**src/rtl/multi_interval_timer.sv**
```systemverilog
`default_nettype none
// +--------------------------------------------------------------------------+
// | Module  : multi_interval_timer                                           |
// | Brief   : N-channel interval timer driven by one shared prescaler tick.  |
// |           Per channel: programmable limit, one-shot/periodic mode,       |
// |           pause, clear, and done/expired/busy flags.                     |
// | Revision: 1.0 - initial release                                          |
// +--------------------------------------------------------------------------+
module multi_interval_timer #(
   parameter int CLK_HZ   = 50000000,
   parameter int TICK_HZ  = 2000,
   parameter int WIDTH    = 12,
   parameter int CHANNELS = 2
) (
   input  logic                      clk_50M,
   input  logic                      i_Reset_n,
   input  logic [CHANNELS-1:0]       i_Start,
   input  logic [CHANNELS-1:0]       i_Clear,
   input  logic [CHANNELS-1:0]       i_Enable,
   input  logic [CHANNELS-1:0]       i_Mode,
   input  logic [CHANNELS*WIDTH-1:0] i_Limit,
   output logic [CHANNELS*WIDTH-1:0] o_Count,
   output logic [CHANNELS-1:0]       o_Done,
   output logic [CHANNELS-1:0]       o_Expired,
   output logic [CHANNELS-1:0]       o_Busy,
   output logic                      o_Tick
);

   localparam int DIV = CLK_HZ / TICK_HZ;
   localparam int PW  = (DIV > 1) ? $clog2(DIV) : 1;
   localparam logic [PW-1:0] PRE_LAST = PW'(DIV - 1);

   typedef enum logic [1:0] {
      ST_IDLE    = 2'd0,
      ST_RUN     = 2'd1,
      ST_EXPIRED = 2'd2
   } state_t;

   logic [PW-1:0] prescaler;
   logic          tick;

   // Tick is asserted for the single cycle in which the prescaler sits at its top value.
   assign tick = (prescaler == PRE_LAST);

   // Free-running prescaler shared by all channels; o_Tick is the tick delayed one cycle.
   always_ff @(posedge clk_50M or negedge i_Reset_n) begin
      if (!i_Reset_n) begin
         prescaler <= '0;
         o_Tick    <= 1'b0;
      end else begin
         prescaler <= tick ? '0 : prescaler + PW'(1);
         o_Tick    <= tick;
      end
   end

   for (genvar c = 0; c < CHANNELS; c++) begin : g_ch
      state_t             state;
      logic [WIDTH-1:0]   count;
      logic [WIDTH-1:0]   limit;
      logic [WIDTH-1:0]   last_count;
      logic               mode;
      logic               done;
      logic               busy;
      logic               expired;

      // Terminal count wraps modulo 2^WIDTH, so a limit of 0 gives a full-scale interval.
      assign last_count = limit - WIDTH'(1);

      // Channel FSM: clear beats start beats tick; flags are registered alongside the state.
      always_ff @(posedge clk_50M or negedge i_Reset_n) begin
         if (!i_Reset_n) begin
            state   <= ST_IDLE;
            count   <= '0;
            limit   <= '0;
            mode    <= 1'b0;
            done    <= 1'b0;
            busy    <= 1'b0;
            expired <= 1'b0;
         end else begin
            done <= 1'b0;
            if (i_Clear[c]) begin
               state   <= ST_IDLE;
               count   <= '0;
               busy    <= 1'b0;
               expired <= 1'b0;
            end else if (i_Start[c]) begin
               state   <= ST_RUN;
               count   <= '0;
               limit   <= i_Limit[c*WIDTH +: WIDTH];
               mode    <= i_Mode[c];
               busy    <= 1'b1;
               expired <= 1'b0;
            end else if (state == ST_RUN && tick && i_Enable[c]) begin
               if (count == last_count) begin
                  done <= 1'b1;
                  if (mode) begin
                     count <= '0;
                  end else begin
                     // One-shot parks at the limit value (0 for full scale).
                     count   <= limit;
                     state   <= ST_EXPIRED;
                     busy    <= 1'b0;
                     expired <= 1'b1;
                  end
               end else begin
                  count <= count + WIDTH'(1);
               end
            end
         end
      end

      assign o_Count[c*WIDTH +: WIDTH] = count;
      assign o_Done[c]                 = done;
      assign o_Busy[c]                 = busy;
      assign o_Expired[c]              = expired;
   end

endmodule
`default_nettype wire

```
**config.mk**
```make
export PLATFORM = sky130hd
export DESIGN_NAME = multi_interval_timer
export DESIGN_NICKNAME = d
export VERILOG_FILES = /design/src/rtl/multi_interval_timer.sv
export SDC_FILE = /design/constraint.sdc
export NUM_CORES = 1
export LEC_CHECK = 0
export ABC_AREA = 1
export ABC_CLOCK_PERIOD_IN_PS = 2600
export CAP_MARGIN = 10
export CELL_PAD_IN_SITES_DETAIL_PLACEMENT = 2
export CELL_PAD_IN_SITES_GLOBAL_PLACEMENT = 2
export CORE_MARGIN = 5
export CORE_UTILIZATION = 32
export DETAILED_ROUTE_END_ITERATION = 8
export GPL_TIMING_DRIVEN = 0
export PLACE_DENSITY_LB_ADDON = 0.1
export SYNTH_ARGS = -nofsm -noshare
export SYNTH_HDL_FRONTEND = slang
export SYNTH_SLANG_ARGS = --single-unit
```
**constraint.sdc**
```tcl
create_clock -name clk_50M -period 2.6 [get_ports clk_50M]
set_input_delay 0.65 -clock clk_50M [delete_from_list [all_inputs] [get_ports clk_50M]]
set_output_delay 0.65 -clock clk_50M [all_outputs]
set_load 0.005 [all_outputs]
```
== Yosys cells after proc, flatten, opt, wreduce, memory -nomap -nowiden ==
Cells that the tools add are included.
Operators by class
  $add $sub $neg: 5
  eq/ne operators: 7
  multiplexer cells: 49
  bitwise logic cells: 2
  reduce and logical (&&, ||, !) cells: 12
Operator list (count)
  $mux W12: 10
  $mux W1: 28
  $add A12 B1 Y12 const B: 2
  $eq A12 B12 Y1: 2
  $sub A12 B1 Y12 const B: 2
  $mux W2: 10
  $add A15 B1 Y15 const B: 1
  $eq A15 B15 Y1 const B: 1
  $mux W15: 1
  $reduce_bool A3 Y1: 4
  $ne A3 B3 Y1 const B: 2
  $reduce_and A3 Y1: 2
  $eq A2 B1 Y1 const B: 2
  $logic_and A1 B1 Y1: 4
  $reduce_and A2 Y1: 2
  $not A1 Y1: 2
Word-level totals
  register bits after elaboration: 76
  bits of input ports: 34
  output and inout bits: 31
  word-level logic and storage cells: 91

== Longest topological paths before layout ==
  depth after elaboration: 6
  gate-level depth with buffers: 16
  depth with buffers taken out: 15

== Worst setup path before layout ==
Ideal clock, no wire load.
  kind: register to register
  from: register g_ch[1].limit[0]
  to: register g_ch[1].count[7]
  library setup time: 116 ps
  arrival: 1723 ps
  setup slack: 760 ps
  cell stages (with the launch flop): 17
  buffers on the path: 1
  period minus slack after synthesis: 1840 ps
  cells stage by stage: dfrtp_1 inv_2 ha_1 inv_1 nand2_1 nand2_1 nor2_1 nand2_1 nor2_2 nand3_4 nor2_8 nand3_4 buf_6 nand2_2 nand2_1 nand2_1 nand2_1
Between the ends
  word-level cells in the longest chain between the ends: 6
RTL lines
  from (decl): RTL line 59  | logic [WIDTH-1:0] limit;
  from (signal assigned): RTL line 89  | limit <= i_Limit[c*WIDTH +: WIDTH];
  $sub A12 B1 Y12: RTL line 67  | assign last_count = limit - WIDTH'(1);
  $eq A12 B12 Y1: RTL line 94  | if (count == last_count) begin
  $mux W12: RTL line 94
  $mux W12: RTL line 93  | end else if (state == ST_RUN && tick && i_Enable[c]) begin
  $mux W12: RTL line 86  | end else if (i_Start[c]) begin
  $mux W12: RTL line 81  | if (i_Clear[c]) begin
  to (signal assigned): RTL line 100  | count <= limit;
  to (signal assigned): RTL line 106  | count <= count + WIDTH'(1);
  to (decl): RTL line 58  | logic [WIDTH-1:0] count;
Every way passes these cells. The select of a mux whose other input is x is not followed.
A chain may end at the register's enable or synchronous reset.

== Worst setup path in the final report ==
  from: register g_ch[1].limit[0]
  to: register g_ch[1].state[0]
Between the ends
  word-level cells in the longest chain between the ends: 4
RTL lines
  $sub A12 B1 Y12: RTL line 67
  $eq A12 B12 Y1: RTL line 94
  $reduce_bool A3 Y1 (no line)
  $reduce_and A3 Y1 (no line)
  to (signal assigned): RTL line 72  | state <= ST_IDLE;
  to (signal assigned): RTL line 82  | state <= ST_IDLE;
  to (signal assigned): RTL line 101  | state <= ST_EXPIRED;
  to (decl): RTL line 57  | state_t state;
Every way passes these cells.

==> flow_summary.json <==
{
  "outcome": "completed",
  "grt_max_degree": 41,
  "placed_area_sq_mm": 0.005914,
  "critPathLaunchType": "flop",
  "nNetsFinal": 810,
  "placed_cells": 971,
  "wire_per_inst_um": 16.99,
  "rsz0062_at_grt": "false",
  "crit_slowest_cell": "dfrtp_1",
  "syn_to_final_growth_pct": 24.12,
  "fmax_mhz": 429.3,
  "cp.required_ns": 2.82,
  "hp-class": "primary input to async pin",
  "clk_path_buf_depth": 2,
  "hold_violations": 0,
  "post_cts.repair.setup_buffers": 0,
  "yosysSeqAreaShare_pct": 36.14,
  "drc": 0,
  "crit_path_end": "g_ch[1].state[0]$_DFFE_PN0P_",
  "p_switching_uw": 967.0,
  "dr.pass1.iters": 4,
  "cts_buffers": 9,
  "yosysTopAreaCellShare_pct": 36.14,
  "drive_above_1_share_pct": 12.00,
  "clkPwrFrac_pct": 40.4,
  "wirelength_um": 16760,
  "synth.avg_cell_area_sq_um": 7.172,
  "rows": 45,
  "synthTopCellsByArea": "dfrtp_1, nand2_1, nand3_1",
  "max-vdd-ir-drop_uv": 280.6,
  "critical_path_peak_fanout": 10,
  "crit_top_cell": "nand2_1",
  "htreeDepth": 3,
  "fp.dieH_um": 134.8,
  "slowest_delay_ns": 0.44,
  "final_cell_count_no_fill": 986,
  "overflow": 0,
  "internal-power_uw": 2043,
  "power.leakage_uw": 0.002912,
  "core_sq_mm": 0.01526,
  "slew_viol_final": 0,
  "cts_tree": "yes",
  "end_kind": "flop",
  "port_buffers": 64,
  "gp_congestion": 0.8183,
  "clock_sink_count": 72,
  "cts.repair.resized": 0,
  "clkTransAtPathRegs_ns": 0.06,
  "ys_types": 39,
  "tightest_slew_ns": 0.7218,
  "timing.rr.end": "g_ch[1].state[0]$_DFFE_PN0P_",
  "grt_pass1_wl_um": 27900,
  "fin_skew_ns": 0.01071,
  "ys_seq_elements": 72,
  "critical_path.cell_chain": "inv_2, ha_1, nand2_1, nor2_1, nand3_1, nand2_1, nand2_1, nor2_4, buf_4, nand4_2, nand3_1, nand2_1",
  "reg2reg_depth": 12,
  "dp_hpwl_um": 13520,
  "syn_nets": 734,
  "synth_top_cell_by_area": "dfrtp_1",
  "n_antenna_cell": 0,
  "clock-root-buffer": "clkbuf_16",
  "combPwrFrac_pct": 17.6,
  "max_slew_margin_pct": 51.51,
  "arrival_ns": 2.55,
  "grt_pass1_vias": 5529,
  "setup_viol": 0,
  "fin_ws_ns": 0.2706,
  "antenna_found_initial": 0,
  "dieArea_sq_mm": 0.01817,
  "sequentialPowerShare_pct": 42.0,
  "drt-initial-drc-count": 131,
  "worstReg2RegStart": "g_ch[1].limit[0]$_DFFE_PN0P_",
  "finalCritPeriodShare_pct": 89.59,
  "ioPinCount": 65,
  "ant_nets": 0,
  "period_needed_ns": 2.329,
  "synth_cells": 695,
  "track_usage_pct": 19.29,
  "die_w_um": 134.8,
  "num_vias": 4870,
  "insertion_delay_ns": 0.35,
  "switching_share_pct": 32.12,
  "start_util_pct": 32.67,
  "post-place-ws_ns": -0.1441,
  "finalSetupTns_ns": 0,
  "drv_cap": 0,
  "hold_buffers": 0,
  "r2r_slack_ns": 0.27,
  "cp-startpoint": "g_ch[1].limit[0]$_DFFE_PN0P_",
  "avgViaCountPerCell": 4.939,
  "netlist_area_sq_mm": 0.004985,
  "design_area_sq_mm": 0.006187,
  "p_per_area_mw_per_mm2": 486.5,
  "worstSetupPathType": "flop to flop",
  "yosys_warnings": 0,
  "final_util_pct": 40.55
}
-- layout make-up --
| class | count | area [sq um] |
|---|---|---|
| clock inverters | 5 | 33.78 |
| flip-flops and latches | 72 | 1802 |
| repair buffers | 65 | 665.6 |
| well taps | 211 | 264.0 |
| clock buffers | 10 | 239.0 |
| plain buffers | 25 | 155.1 |
| inverters | 83 | 311.5 |
| fillers | 1847 | 9071 |
| multi-input cells | 515 | 2716 |
-- synthesized netlist by cell type --
cell / n
and2_1: 1
buf_2: 4
nor2_2: 7
a31oi_1: 2
nor3_1: 9
nor3_2: 3
or2_2: 1
nor4_4: 1
nor2_1: 66
o21bai_2: 1
buf_4: 11
nand2_2: 8
and3_1: 2
nand4_1: 33
nand3_4: 2
nand3_2: 3
nor2_4: 7
a21oi_1: 24
nand3_1: 57
clkinv_1: 1
clkbuf_1: 8
inv_2: 13
nor3b_1: 2
buf_6: 2
xor2_1: 23
xnor2_1: 16
inv_1: 69
nor4_1: 2
a21oi_4: 1
mux2_2: 8
o21ai_0: 6
dfrtp_1: 72
ha_1: 5
nor3b_2: 1
nand3b_1: 2
nand2_1: 216
o21ai_1: 3
nand4_2: 1
nor2_8: 2
-- state kept, by name (all words and copies together), names as in the netlist --
name,flops
g_ch.count,24
g_ch.limit,24
prescaler,15
g_ch.state,3
g_ch.done,2
g_ch.mode,2
g_ch.expired,1
o_Tick,1
-- cell usage in the layout (no fill, tap or decap), types with 2 or more instances in the layout --
cell type        instances
a21oi_1                 24
a31oi_1                  2
and3_1                   2
buf_2                    4
buf_4                   12
buf_6                    2
clkbuf_1                 8
clkbuf_16                9
clkdlybuf4s50_1         63
clkinv_2                 2
clkinvlp_4               2
dfrtp_1                 72
ha_1                     5
inv_1                   69
inv_2                   13
mux2_2                   8
nand2_1                216
nand2_2                  8
nand3_1                 57
nand3_2                  3
nand3_4                  2
nand3b_1                 2
nand4_1                 33
nor2_1                  66
nor2_2                   7
nor2_4                   7
nor2_8                   2
nor3_1                   9
nor3_2                   3
nor3b_1                  2
nor4_1                   2
o21ai_0                  6
o21ai_1                  3
xnor2_1                 16
xor2_1                  23
-- layer usage --
metal	vias to the layer above	track usage [%]	part of all wire, %
li1	2359	-	-
met2	62	37.44	55
met4	0	6.052	1.6
met1	2431	21.65	42
met5	-	0	0
met3	18	2.496	2.1
-- worst max-delay path, delay by kind of cell, from the launching register on --
kind	cells	cell delay (ns)
AND/OR/NAND/NOR	9	1.12
flip-flops	1	0.44
buffers and inverters	2	0.35
adder cells (fa/ha/maj)	1	0.28
-- power by group through the flow --
stage	registers [uW]	logic (uW)	clock network (uW)
5_1_grt	1270	595	1280
3_5_place_dp	1290	535	0
4_1_cts	1270	542	1240
6_report	1260	529	1220
2_1_floorplan	1250	345	0
3_3_place_gp	1280	502	0
-- metrics by stage --
step / total power (uW) / hold WS, ns
4_1_cts: 3050 / 0.2796
5_1_grt: 3148 / 0.3074
3_3_place_gp: 1783 / 0.4886
6_report: 3010 / 0.2601
2_1_floorplan: 1599 / 0.3544
3_5_place_dp: 1821 / 0.5240
-- how the worst min path moves through the flow --
| stage | to | slack, ns | depth (start not counted) |
|---|---|---|---|
| after floorplan | g_ch[0].count[0]$_DFFE_PN0P_ | 0.35 | 0 |
| after global placement | prescaler[4]$_DFF_PN0_ | 0.49 | 1 |
| after detailed placement | prescaler[4]$_DFF_PN0_ | 0.52 | 1 |
| after CTS | prescaler[3]$_DFF_PN0_ | 0.28 | 1 |
| after global routing | prescaler[0]$_DFF_PN0_ | 0.31 | 1 |
| final | prescaler[0]$_DFF_PN0_ | 0.26 | 1 |
-- cells by family after synthesis --
logic type / share of synthesized area (%)
buffers and inverters: 9.362
adders and majority gates: 1.255
and+or+nand+nor: 40.46
DFF: 36.14
AOI/OAI and AO/OA: 4.117
xor gates and xnor gates: 6.852
muxes: 1.807
No activity file was read; power rests on OpenSTA's default activity.
==> variant 1: new RTL, same settings <==
Add an input register stage for `i_Start`, `i_Clear`, `i_Enable`, `i_Mode` and `i_Limit`, with the module's reset; this delays them by one clock.
--- a/src/rtl/multi_interval_timer.sv
+++ b/src/rtl/multi_interval_timer.sv
@@ -35,6 +35,28 @@
       ST_RUN     = 2'd1,
       ST_EXPIRED = 2'd2
    } state_t;
+
+   logic [CHANNELS-1:0] i_Start_q;
+   logic [CHANNELS-1:0] i_Clear_q;
+   logic [CHANNELS-1:0] i_Enable_q;
+   logic [CHANNELS-1:0] i_Mode_q;
+   logic [CHANNELS*WIDTH-1:0] i_Limit_q;
+
+   always_ff @(posedge clk_50M or negedge i_Reset_n) begin
+      if (!i_Reset_n) begin
+         i_Start_q  <= '0;
+         i_Clear_q  <= '0;
+         i_Enable_q <= '0;
+         i_Mode_q   <= '0;
+         i_Limit_q  <= '0;
+      end else begin
+         i_Start_q  <= i_Start;
+         i_Clear_q  <= i_Clear;
+         i_Enable_q <= i_Enable;
+         i_Mode_q   <= i_Mode;
+         i_Limit_q  <= i_Limit;
+      end
+   end
 
    logic [PW-1:0] prescaler;
    logic          tick;
@@ -78,19 +100,19 @@
             expired <= 1'b0;
          end else begin
             done <= 1'b0;
-            if (i_Clear[c]) begin
+            if (i_Clear_q[c]) begin
                state   <= ST_IDLE;
                count   <= '0;
                busy    <= 1'b0;
                expired <= 1'b0;
-            end else if (i_Start[c]) begin
+            end else if (i_Start_q[c]) begin
                state   <= ST_RUN;
                count   <= '0;
-               limit   <= i_Limit[c*WIDTH +: WIDTH];
-               mode    <= i_Mode[c];
+               limit   <= i_Limit_q[c*WIDTH +: WIDTH];
+               mode    <= i_Mode_q[c];
                busy    <= 1'b1;
                expired <= 1'b0;
-            end else if (state == ST_RUN && tick && i_Enable[c]) begin
+            end else if (state == ST_RUN && tick && i_Enable_q[c]) begin
                if (count == last_count) begin
                   done <= 1'b1;
                   if (mode) begin
Behaviour: not the same (Yosys sat finds a counterexample within 4 cycles, from zero or initial values and one cycle with i_Reset_n low).
==> variant 1 against the unedited design <==
Worst setup slack got worse by 0.022 ns; sequential share of layout area up 8.1 points; design area up 13%; first-iteration DRC count rose by 20%; critical path depth unchanged; die area rose by 14%; power increased by 22%; routed wire length grew 8.3%; sequential cell count grew 32; synthesized cell count is 8.8% higher; hold slack improved by 0.075 ns; area after synthesis up 16%; non-clock buffer count grew 2.
==> variant 1: results (changes against the unedited design) <==
GRT
  • First-pass GRT wire length: 30330 µm (was 27900 µm)
  • Grt met3 use: 2.844% (was 2.496%)
  • GRT met2 Usage: 34.81% (was 37.44%)
  • Largest net degree at the start of global routing: 56 (was 41)
  • GRT Overall Usage: 18.55% (was 19.29%)
  • Global-route met1 utilization: 21.72% (was 21.65%)
  • Vias in the first global route: 5980 (was 5529)

Critical path
  • Max incr delay on CP: 0.47 ns (was 0.44 ns)
  • Max stage delay cell, worst path: dfrtp_2 (was dfrtp_1)
  • CP arrival: 2.61 ns (was 2.55 ns)

Yosys
  • Syn nets: 795 (was 734)
  • Sequential share of the synthesized area: 45.19% (was 36.14%)
  • Count of cell types in the netlist: 35 (was 39)
  • Synth cell count leaders: 242 x nand2_1, 104 x dfrtp_1, 78 x nor2_1 (was 216 x nand2_1, 72 x dfrtp_1, 69 x inv_1)

Power
  • Seq pwr share: 48.9% (was 42.0%)
  • Switching pwr: 1.121 mW (was 967.0 µW)
  • Overall power: 3.686 mW (was 3.010 mW)
  • Worst vdd ir: 0.0003349 V (was 0.0002806 V)

Drt
  • Met1 Wirelength: 7618 µm (was 6987 µm)
  • Met2 routed WL: 9818 µm (was 9139 µm)
  • Total number of vias: 5224 (was 4870)
  • Final WL: 18140 µm (was 16760 µm)
  • Met3 WL: 383 µm (was 359 µm)
  • Iter 0 DRT Violations: 157 (was 131)

Layout
  • Final nets: 871 (was 810)
  • Ratio of cells with drive above 1 in the final layout: 9.689% (was 12.00%)
  • Signal buf overhead: 11.78% (was 13.27%)
  • Non-clk bufs: 92 (was 90)
  • Non-Clock Inverter Count: 86 (was 83)
  • Clock-cell share of area: 3.991% (was 4.408%)

Clocking
  • Clk pin slew, worst setup/hold paths: 0.08 ns (was 0.06 ns)

Status
  • Status: finished, final reports clean (unchanged)

Placed design
  • Dpl ws: 0.1890 ns (was -0.1441 ns)
  • Routability cong.: 0.8550 (was 0.8183)
  • DP HPWL: 14400 µm (was 13520 µm)

STA
  • Final Skew: 0.009256 ns (was 0.01071 ns)
-- variant 1: stage by stage --
stage          instances  util [%]
2_1_floorplan        756         -
4_1_cts             1065     39.18
6_report            1065     39.19
3_5_place_dp        1050     37.62
5_1_grt             1065     39.19
3_3_place_gp        1049     37.48
-- variant 1: final timing paths --
check / from / endpoint / cells after the start / slack [ns]
min in group clk_50M: i_Limit_q[9]$_DFF_PN0_ / g_ch[0].limit[9]$_DFFE_PN0P_ / 1 / 0.49
max in group asynchronous: i_Reset_n / g_ch[0].limit[8]$_DFFE_PN0P_ / 2 / 1.53
max reg2reg: g_ch[1].limit[0]$_DFFE_PN0P_ / g_ch[1].count[8]$_DFFE_PN0P_ / 12 / 0.25
max: g_ch[1].limit[0]$_DFFE_PN0P_ / g_ch[1].count[8]$_DFFE_PN0P_ / 12 / 0.25
min reg2reg: i_Limit_q[9]$_DFF_PN0_ / g_ch[0].limit[9]$_DFFE_PN0P_ / 1 / 0.49
min: i_Reset_n / g_ch[1].count[2]$_DFFE_PN0P_ / 1 / 0.33
-- variant 1: logic make-up (layout without fill, tap and decap cells) --
| kind of cell | Yosys count | after routing | share of synthesized area (%) |
|---|---|---|---|
| AO/OA/AOI/OAI | 43 | 43 | 3.845 |
| multiplexers | 7 | 7 | 1.369 |
| XOR/XNOR | 32 | 32 | 4.866 |
| adder cells (fa/ha/maj) | 5 | 5 | 1.086 |
| buffers and inverters | 113 | 193 | 8.342 |
| AND/OR/NAND/NOR | 452 | 452 | 35.30 |
| flip-flops | 104 | 104 | 45.19 |
-- variant 1: timing repair --
| action | CTS | global route |
|---|---|---|
| resized for setup | 0 | 1 |
| setup endpoints to repair | 0 | 1 |
| hold buffers | 0 | 0 |
==> variant 2: new RTL, same flow settings <==
Without the edit above. Change the parameter `WIDTH` from 12 to 24.
--- a/src/rtl/multi_interval_timer.sv
+++ b/src/rtl/multi_interval_timer.sv
@@ -9,7 +9,7 @@
 module multi_interval_timer #(
    parameter int CLK_HZ   = 50000000,
    parameter int TICK_HZ  = 2000,
-   parameter int WIDTH    = 12,
+   parameter int WIDTH    = 24,
    parameter int CHANNELS = 2
 ) (
    input  logic                      clk_50M,
Ports: changed (resized i_Limit and o_Count); port bits go from 65 to 113. The function was not compared with the original's and may differ.
==> variant 2 against the unedited design <==
Sequential cell count rose by 48; highest routed layer unchanged; design area rose by 89%; area after synthesis rose by 81%; critical path type unchanged; fmax fell by 7.7%; routed wire length rose by 110%; power rose by 89%; final cell count rose by 91%; worst setup slack got worse by 0.19 ns.
==> variant 2: results (changes against the unedited design) <==
Status
  • Status: finished, final reports clean (unchanged)

Yosys
  • Area leader, netlist: dfrtp_1 (unchanged)
  • Synth area leaders: dfrtp_1 33%, nand2_1 19%, nand3_1 9.3%, nor2_1 6.1%, xor2_1 4.9% (was dfrtp_1 36%, nand2_1 16%, nand3_1 5.7%, inv_1 5.2%, nor2_1 5.0%)
  • Synth cell count leaders: 446 x nand2_1, 168 x nand3_1, 147 x nor2_1 (was 216 x nand2_1, 72 x dfrtp_1, 69 x inv_1)
  • Syn nets: 1397 (was 734)
  • YS warnings: 0 (unchanged)
  • Count of cell types in the netlist: 39 (unchanged)
  • Sequential share of the synthesized area: 33.27% (was 36.14%)
  • Ys async rst share: 100.0% (unchanged)

STA
  • Final Max Tran Viols: 0 (unchanged)
  • Final hold violation count: 0 (unchanged)
  • Final Skew: 0.01616 ns (was 0.01071 ns)
  • Max_slew headroom: 49.15% (was 51.51%)

Drt
  • Final WL: 35660 µm (was 16760 µm)
  • Drt pass-1 iters: 4 (unchanged)
  • Iter 0 DRT Violations: 277 (was 131)
  • Total number of vias: 9402 (was 4870)

Layout
  • Ratio of cells with drive above 1 in the final layout: 13.44% (was 12.00%)
  • Largest registers: g_ch.count (48), g_ch.limit (48), prescaler (15) (was g_ch.count (24), g_ch.limit (24), prescaler (15))
  • Filler cells: 3364 (was 1847)
  • Antenna cells: 0 (unchanged)
  • Final nets: 1560 (was 810)

Placed design
  • Dpl ws: -0.2679 ns (was -0.1441 ns)
  • DP HPWL: 27540 µm (was 13520 µm)
  • Port buffer count: 112 (was 64)
  • Routability cong.: 0.8383 (was 0.8183)

GRT
  • GRT Overall Usage: 22.46% (was 19.29%)
  • Vias in the first global route: 10302 (was 5529)
  • Largest net degree at the start of global routing: 90 (was 41)
  • Initial antenna violation count: 0 (unchanged)
  • First-pass GRT wire length: 55450 µm (was 27900 µm)

Power
  • Worst vdd ir: 0.0003982 V (was 0.0002806 V)
  • Static leakage: 5.484 nW (was 2.912 nW)
  • Switching pwr: 1.882 mW (was 967.0 µW)

Critical path
  • CP arrival: 2.83 ns (was 2.55 ns)
  • Max FO, Critical Path: 8 (was 10)

Clocking
  • CTS buffer count: 17 (was 9)
  • Worst skew pair latency: 0.44 ns (was 0.35 ns)
  • Maximum clock path buffer count: 2 (unchanged)
  • CTS Root Buffer Type: clkbuf_16 (unchanged)
  • Max H-tree Level: 4 (was 3)
  • Clk pin slew, worst setup/hold paths: approximately 0.070 ns

Worst hold path
  • Min-delay worst type: input port to asynchronous set/reset pin (unchanged)
==> variant 2: metal layers <==
| layer | wire, µm | vias to the layer above | track usage, % |
|---|---|---|---|
| met3 | 687 | 35 | 2.727 |
| met2 | 19610 | 102 | 43.43 |
| met1 | 14610 | 4684 | 25.45 |
| met5 | 0 | - | 0 |
| li1 | - | 4581 | - |
| met4 | 759 | 0 | 6.929 |
==> variant 2: kinds of logic after synthesis <==
kind of cell               synth area share (%)
AOI/OAI and AO/OA                         2.759
xor gates and xnor gates                  8.539
adders and majority gates                0.6931
buffers and inverters                     8.165
DFF                                       33.27
muxes                                     3.618
and+or+nand+nor                           42.96
==> variant 2: path summary, 6_finish.rpt <==
kind / from / slack [ns] / cells past startpoint / to
worst min-delay path: i_Reset_n / 0.08 / 1 / g_ch[1].limit[1]$_DFFE_PN0P_
worst max-delay path: g_ch[1].limit[5]$_DFFE_PN0P_ / 0.08 / 11 / g_ch[1].state[0]$_DFFE_PN0P_
min in group clk_50M: prescaler[0]$_DFF_PN0_ / 0.50 / 1 / prescaler[0]$_DFF_PN0_
worst min register to register: prescaler[0]$_DFF_PN0_ / 0.50 / 1 / prescaler[0]$_DFF_PN0_
max in group asynchronous: i_Reset_n / 1.72 / 2 / g_ch[0].limit[13]$_DFFE_PN0P_
worst max register to register: g_ch[1].limit[5]$_DFFE_PN0P_ / 0.08 / 11 / g_ch[1].state[0]$_DFFE_PN0P_
==> variant 2: power groups by stage <==
stage                     clock [mW]  combinational, mW  sequential, mW
after floorplan                    0              0.628            2.13
after global placement             0              0.919            2.20
after detailed placement           0              0.965            2.21
after CTS                       2.55              0.989            2.18
after global routing            2.62               1.15            2.21
final                           2.49               1.03            2.19
==> variant 2: metrics by stage <==
stage                     instances  utilization [%]  instance area [µm²]
after floorplan                1334                -                 9026
after global placement         1824            38.23                10620
after detailed placement       1825            38.33                10650
after CTS                      1864            40.74                11320
after global routing           1888            42.06                11690
final                          1888            42.06                11690
==> variant 2: critical path: stages (launching register included) <==
cell and delay [ns]:
dfrtp_2 0.47, nor2_4 0.16, nand2_1 0.12, nor2_4 0.26
buf_4 0.16, nand4_1 0.09, nand2_1 0.12, inv_2 0.05
nor3_1 0.54, nand4_1 0.25, nand2_1 0.11, nand2_1 0.05
==> variant 2: timing repair <==
action	in CTS	in global routing
hold buffers	0	0
endpoints found under the setup margin	46	49
setup buffers	7	24
gates resized for setup	13	45
pin swaps	5	11
endpoints found under the hold margin	0	0
==> variant 2: layout make-up <==
class                           instances  area share (%)
Buffer                                 48           2.527
Clock buffer                           17           3.641
Clock inverter                         15           1.446
Inverter                              125           4.048
Multi-Input combinational cell       1041           46.61
Sequential cell                       120           25.74
Tap cell                              378           4.048
Timing Repair Buffer                  144           11.94
